### src/rtl/ps2_command_out.sv
// PS/2 host-to-device command transmitter: requests to send, shifts out a byte with odd parity,
// and checks the device acknowledge under two timeout windows.
module ps2_command_out #(
    parameter int CLOCK_CYCLES_101US = 5050,
    parameter int TIMEOUT_15MS       = 750000,
    parameter int TIMEOUT_2MS        = 100000
) (
    input  logic       clk,
    input  logic       reset,
    input  logic [7:0] the_command,
    input  logic       send_command,
    input  logic       ps2_clk_posedge,
    input  logic       ps2_clk_negedge,
    input  logic       ps2_data,
    output logic       ps2_clk_drive_low,
    output logic       ps2_dat_drive_low,
    output logic       command_was_sent,
    output logic       error_communication_timed_out,
    output logic       busy
);

    typedef enum logic [2:0] {
        S_IDLE           = 3'd0,
        S_INITIATE       = 3'd1,
        S_WAIT_FOR_CLOCK = 3'd2,
        S_TX_BITS        = 3'd3,
        S_TX_STOP        = 3'd4,
        S_WAIT_ACK       = 3'd5,
        S_COMPLETE       = 3'd6,
        S_ERROR          = 3'd7
    } state_e;

    localparam logic [19:0] INIT_LAST = 20'(CLOCK_CYCLES_101US - 1);
    localparam logic [19:0] T15_LAST  = 20'(TIMEOUT_15MS - 1);
    localparam logic [19:0] T2_LAST   = 20'(TIMEOUT_2MS - 1);

    state_e      state_q, state_d;
    logic [19:0] timer_q, timer_d;
    logic [3:0]  bit_count_q, bit_count_d;
    logic [8:0]  shift_q, shift_d;
    logic        clk_low_q, clk_low_d;
    logic        dat_low_q, dat_low_d;
    logic        sent_q, sent_d;
    logic        err_q, err_d;
    logic        busy_q, busy_d;

    // NOTE: every signal assigned in always_comb gets a default first, so no latches are inferred.
    always_comb begin
        state_d     = state_q;
        timer_d     = timer_q;
        bit_count_d = bit_count_q;
        shift_d     = shift_q;

        case (state_q)
            S_IDLE: begin
                if (send_command) begin
                    shift_d     = {~^the_command, the_command};
                    bit_count_d = 4'd0;
                    timer_d     = 20'd0;
                    state_d     = S_INITIATE;
                end
            end
            S_INITIATE: begin
                if (timer_q == INIT_LAST) begin
                    timer_d = 20'd0;
                    state_d = S_WAIT_FOR_CLOCK;
                end else begin
                    timer_d = timer_q + 20'd1;
                end
            end
            S_WAIT_FOR_CLOCK: begin
                timer_d = timer_q + 20'd1;
                if (ps2_clk_negedge) begin
                    timer_d = 20'd0;
                    state_d = S_TX_BITS;
                end else if (timer_q >= T15_LAST) begin
                    state_d = S_ERROR;
                end
            end
            // The 2 ms window spans the whole frame, so the timer keeps running through these states.
            S_TX_BITS: begin
                timer_d = timer_q + 20'd1;
                if (ps2_clk_negedge) begin
                    if (bit_count_q == 4'd8) begin
                        state_d = S_TX_STOP;
                    end else begin
                        shift_d     = {1'b0, shift_q[8:1]};
                        bit_count_d = bit_count_q + 4'd1;
                    end
                end else if (timer_q >= T2_LAST) begin
                    state_d = S_ERROR;
                end
            end
            S_TX_STOP: begin
                timer_d = timer_q + 20'd1;
                if (ps2_clk_negedge) begin
                    state_d = S_WAIT_ACK;
                end else if (timer_q >= T2_LAST) begin
                    state_d = S_ERROR;
                end
            end
            S_WAIT_ACK: begin
                timer_d = timer_q + 20'd1;
                if (ps2_clk_posedge) begin
                    state_d = ps2_data ? S_ERROR : S_COMPLETE;
                end else if (timer_q >= T2_LAST) begin
                    state_d = S_ERROR;
                end
            end
            S_COMPLETE, S_ERROR: begin
                if (!send_command) begin
                    state_d = S_IDLE;
                end
            end
            default: state_d = S_IDLE;
        endcase
    end

    // Outputs are decoded from the next state so the registered copy tracks the state register exactly.
    always_comb begin
        clk_low_d = (state_d == S_INITIATE);
        dat_low_d = (state_d == S_WAIT_FOR_CLOCK) || ((state_d == S_TX_BITS) && !shift_d[0]);
        sent_d    = (state_d == S_COMPLETE);
        err_d     = (state_d == S_ERROR);
        busy_d    = (state_d != S_IDLE);
    end

    // NOTE: sequential state is updated with non-blocking assignments only.
    always_ff @(posedge clk or negedge reset) begin
        if (!reset) begin
            state_q     <= S_IDLE;
            timer_q     <= 20'd0;
            bit_count_q <= 4'd0;
            shift_q     <= 9'd0;
            clk_low_q   <= 1'b0;
            dat_low_q   <= 1'b0;
            sent_q      <= 1'b0;
            err_q       <= 1'b0;
            busy_q      <= 1'b0;
        end else begin
            state_q     <= state_d;
            timer_q     <= timer_d;
            bit_count_q <= bit_count_d;
            shift_q     <= shift_d;
            clk_low_q   <= clk_low_d;
            dat_low_q   <= dat_low_d;
            sent_q      <= sent_d;
            err_q       <= err_d;
            busy_q      <= busy_d;
        end
    end

    assign ps2_clk_drive_low             = clk_low_q;
    assign ps2_dat_drive_low             = dat_low_q;
    assign command_was_sent              = sent_q;
    assign error_communication_timed_out = err_q;
    assign busy                          = busy_q;

endmodule

### config.mk
export PLATFORM = sky130hd
export DESIGN_NAME = ps2_command_out
export DESIGN_NICKNAME = d
export VERILOG_FILES = /design/src/rtl/ps2_command_out.sv
export SDC_FILE = /design/constraint.sdc
export NUM_CORES = 1
export LEC_CHECK = 0
export CAP_MARGIN = 20
export CORE_ASPECT_RATIO = 0.9
export CORE_UTILIZATION = 50
export CTS_CLUSTER_DIAMETER = 200
export DETAILED_ROUTE_END_ITERATION = 8
export GPL_TIMING_DRIVEN = 0
export PLACE_DENSITY = 0.75
export SLEW_MARGIN = 40
export SYNTH_ARGS = -nofsm -noshare
export SYNTH_HDL_FRONTEND = slang
export SYNTH_SLANG_ARGS = --single-unit
### constraint.sdc
create_clock -name clk -period 2.7 [get_ports clk]
set_input_delay 0.54 -clock clk [delete_from_list [all_inputs] [get_ports clk]]
set_output_delay 0.54 -clock clk [all_outputs]
set_load 0.01 [all_outputs]
==> flow_metrics.tcl <==
set metrics [dict create \
    grt_max_degree 42 \
    synth_nets 278 \
    layout_common_cells "dfrtp_1, nor2_1, inv_1, clkdlybuf4s50_1, nand2_1" \
    crit_type "reg -> reg" \
    std_cell_rows 23 \
    r2r-end "ps2_clk_drive_low" \
    seq_area_frac_synth_pct 41.5 \
    drive_gt1_share_pct 13.6 \
    core_um2 4600 \
    grt_pass1_wl_mm 8.71 \
    cp-end-kind "flip-flop" \
    setup_viol 0 \
    whs_ns 0.211 \
    timing.critical_path.from_type "flip-flop" \
    vias_per_cell 5.87 \
    postRouteAntennaNets 0 \
    tightest_slew_ns 0.624 \
    path_clk_slew_ns 0.08 \
    insertedDiodeCount 0 \
    hold_viol 0 \
    clk_path_buf_depth 2 \
    reg2reg_depth 8 \
    cts.sinks 41 \
    worstPathRequired_ns 2.90 \
    final_max_slew_viol_count 0 \
    gp_congestion 0.886 \
    nets 303 \
    initial_core_util_pct 53.7 \
    finish.utilization_pct 62.1 \
    relSlewSlack_pct 58.3 \
    dp_cells 340 \
    cts_root_buffer "clkbuf_8" \
    antenna_found_initial 0 \
    die_area_um2 5230 \
    crit_path_max_fanout 6 \
    stdcell_area_um2 2860 \
    hp-class "in -> async" \
    status "complete, no violations" \
    post_cts_buffers 0 \
    ctsResizeCount 0 \
    fin_skew_ns 0.00138 \
    final_common_cell "dfrtp_1" \
    arrival_ns 2.41 \
    num_vias 2043 \
    drt-initial-drc-count 232 \
    final.setup.worst_slack_ns 0.491 \
    async_flop_share_pct 100 \
    port_buffers 18 \
    track_usage_pct 21.3 \
    fin_setup_tns_ns 0 \
    gr-total-overflow 0 \
    tritoncts "yes" \
    synth_warnings 0 \
    max_clock_freq_ghz 0.453 \
    p_leak_nw 1.30 \
    synthCells 260 \
    synth_ff_type "dfrtp_1" \
    pre_cts_slack_ns 0.203 \
    peakVddDrop_uv 457 \
    pwr_density_cell_nw_per_um2 841 \
    rr_startpoint "timer_q[0]" \
    h-tree-depth 2 \
    p_total_mw 2.41 \
    synth_edf_count 0 \
    drt-total-wl_mm 5.25 \
    first_pass_iters 5 \
    yosys_register_bits 41 \
    maxCapViolCount 0 \
    dieHeight_um 68.7 \
    ys_types 57 \
    fin_crit_ns 2.21 \
    die_width_um 76.1 \
    fin_crit_sh_pct 81.8 \
    cts_hold_buf 0 \
    place_hpwl_mm 3.70 \
    rsz0062_at_grt "no" \
    wire_per_inst_um 15.1 \
    area_growth_pct 15.7 \
    clkLatencyLatePin_ns 0.29 \
    mappedNetlistArea_um2 2470 \
    r2r_slack_ns 0.49 \
    place_area_um2 2730 \
    first_global_vias 1783 \
    layoutNonFillerInstCount 348 \
    drc_errors 0 \
    io_pins 19 \
    cts_buffers 5 \
    syn_area_per_cell_um2 9.50 \
]
==> state kept, by name, indices dropped and copies added, names as in the netlist <==
signal / cells
error_communication_timed_out: 1
ps2_dat_drive_low: 1
command_was_sent: 1
state_q: 3
busy: 1
timer_q: 20
shift_q: 9
bit_count_q: 4
ps2_clk_drive_low: 1
==> critical path, stage by stage (launching register included) <==
cell      delay, ns
dfrtp_1        0.43
ha_1           0.29
nand4_1        0.15
a21oi_2        0.23
o21bai_2       0.12
a311o_1        0.36
and3_1         0.16
buf_6          0.13
nor4_4         0.26
==> worst max path at each step <==
stage               startpoint                 to  slack (ns)  depth (start not counted)
2_1_floorplan       timer_q[0]  ps2_clk_drive_low        0.77                          8
3_3_place_gp             reset         shift_q[7]        0.02                          1
3_5_place_dp   ps2_clk_negedge  ps2_dat_drive_low        0.20                          7
4_1_cts        ps2_clk_negedge  ps2_dat_drive_low        0.51                          7
5_1_grt        ps2_clk_negedge  ps2_dat_drive_low        0.35                          7
6_report            timer_q[0]  ps2_clk_drive_low        0.49                          8
==> power by group <==
part,switching (mW),internal [mW],total (mW)
registers,0.116,0.773,0.889
logic,0.520,0.412,0.932
clock network,0.218,0.367,0.585
==> cell usage after synthesis, types with 4 or more instances <==
cell type,number,area share [%]
dfrtp_1,41,42
nand2_1,16,2.4
a21oi_1,8,1.6
xnor2_1,12,4.3
nor2_1,30,4.6
xor2_1,9,3.2
inv_1,17,2.6
o21ai_1,4,0.81
nand3_1,12,2.4
and3_1,6,1.5
ha_1,4,2.0
nor3_1,9,1.8
nand2b_1,5,1.3
buf_2,8,1.6
a222oi_1,8,3.2
nand4_1,5,1.3
o21ai_0,5,1.0
==> logic make-up after synthesis <==
kind of cell / synth area share (%)
XOR/XNOR: 7.44
flip-flops: 41.5
adder cells (fa/ha/maj): 2.03
AND/OR/NAND/NOR: 24.8
buffers and inverters: 6.78
AO/OA/AOI/OAI: 17.4
==> layout make-up <==
type	instances	area [um2]
plain buffers	16	104
clock buffers	5	68.8
clock inverters	3	65.1
inverters	17	63.8
flip-flops and latches	41	1030
repair buffers	18	178
well taps	62	77.6
multi-input cells	186	1280
fillers	397	1740
==> per-layer routing <==
layer	vias up	global-route usage (%)	routed length, um
li1	991	-	-
met3	7	3.16	267
met1	975	31.4	2590
met4	0	5.77	49
met5	-	0	0
met2	70	33.0	2340
Power figures use the tool's default switching activity.
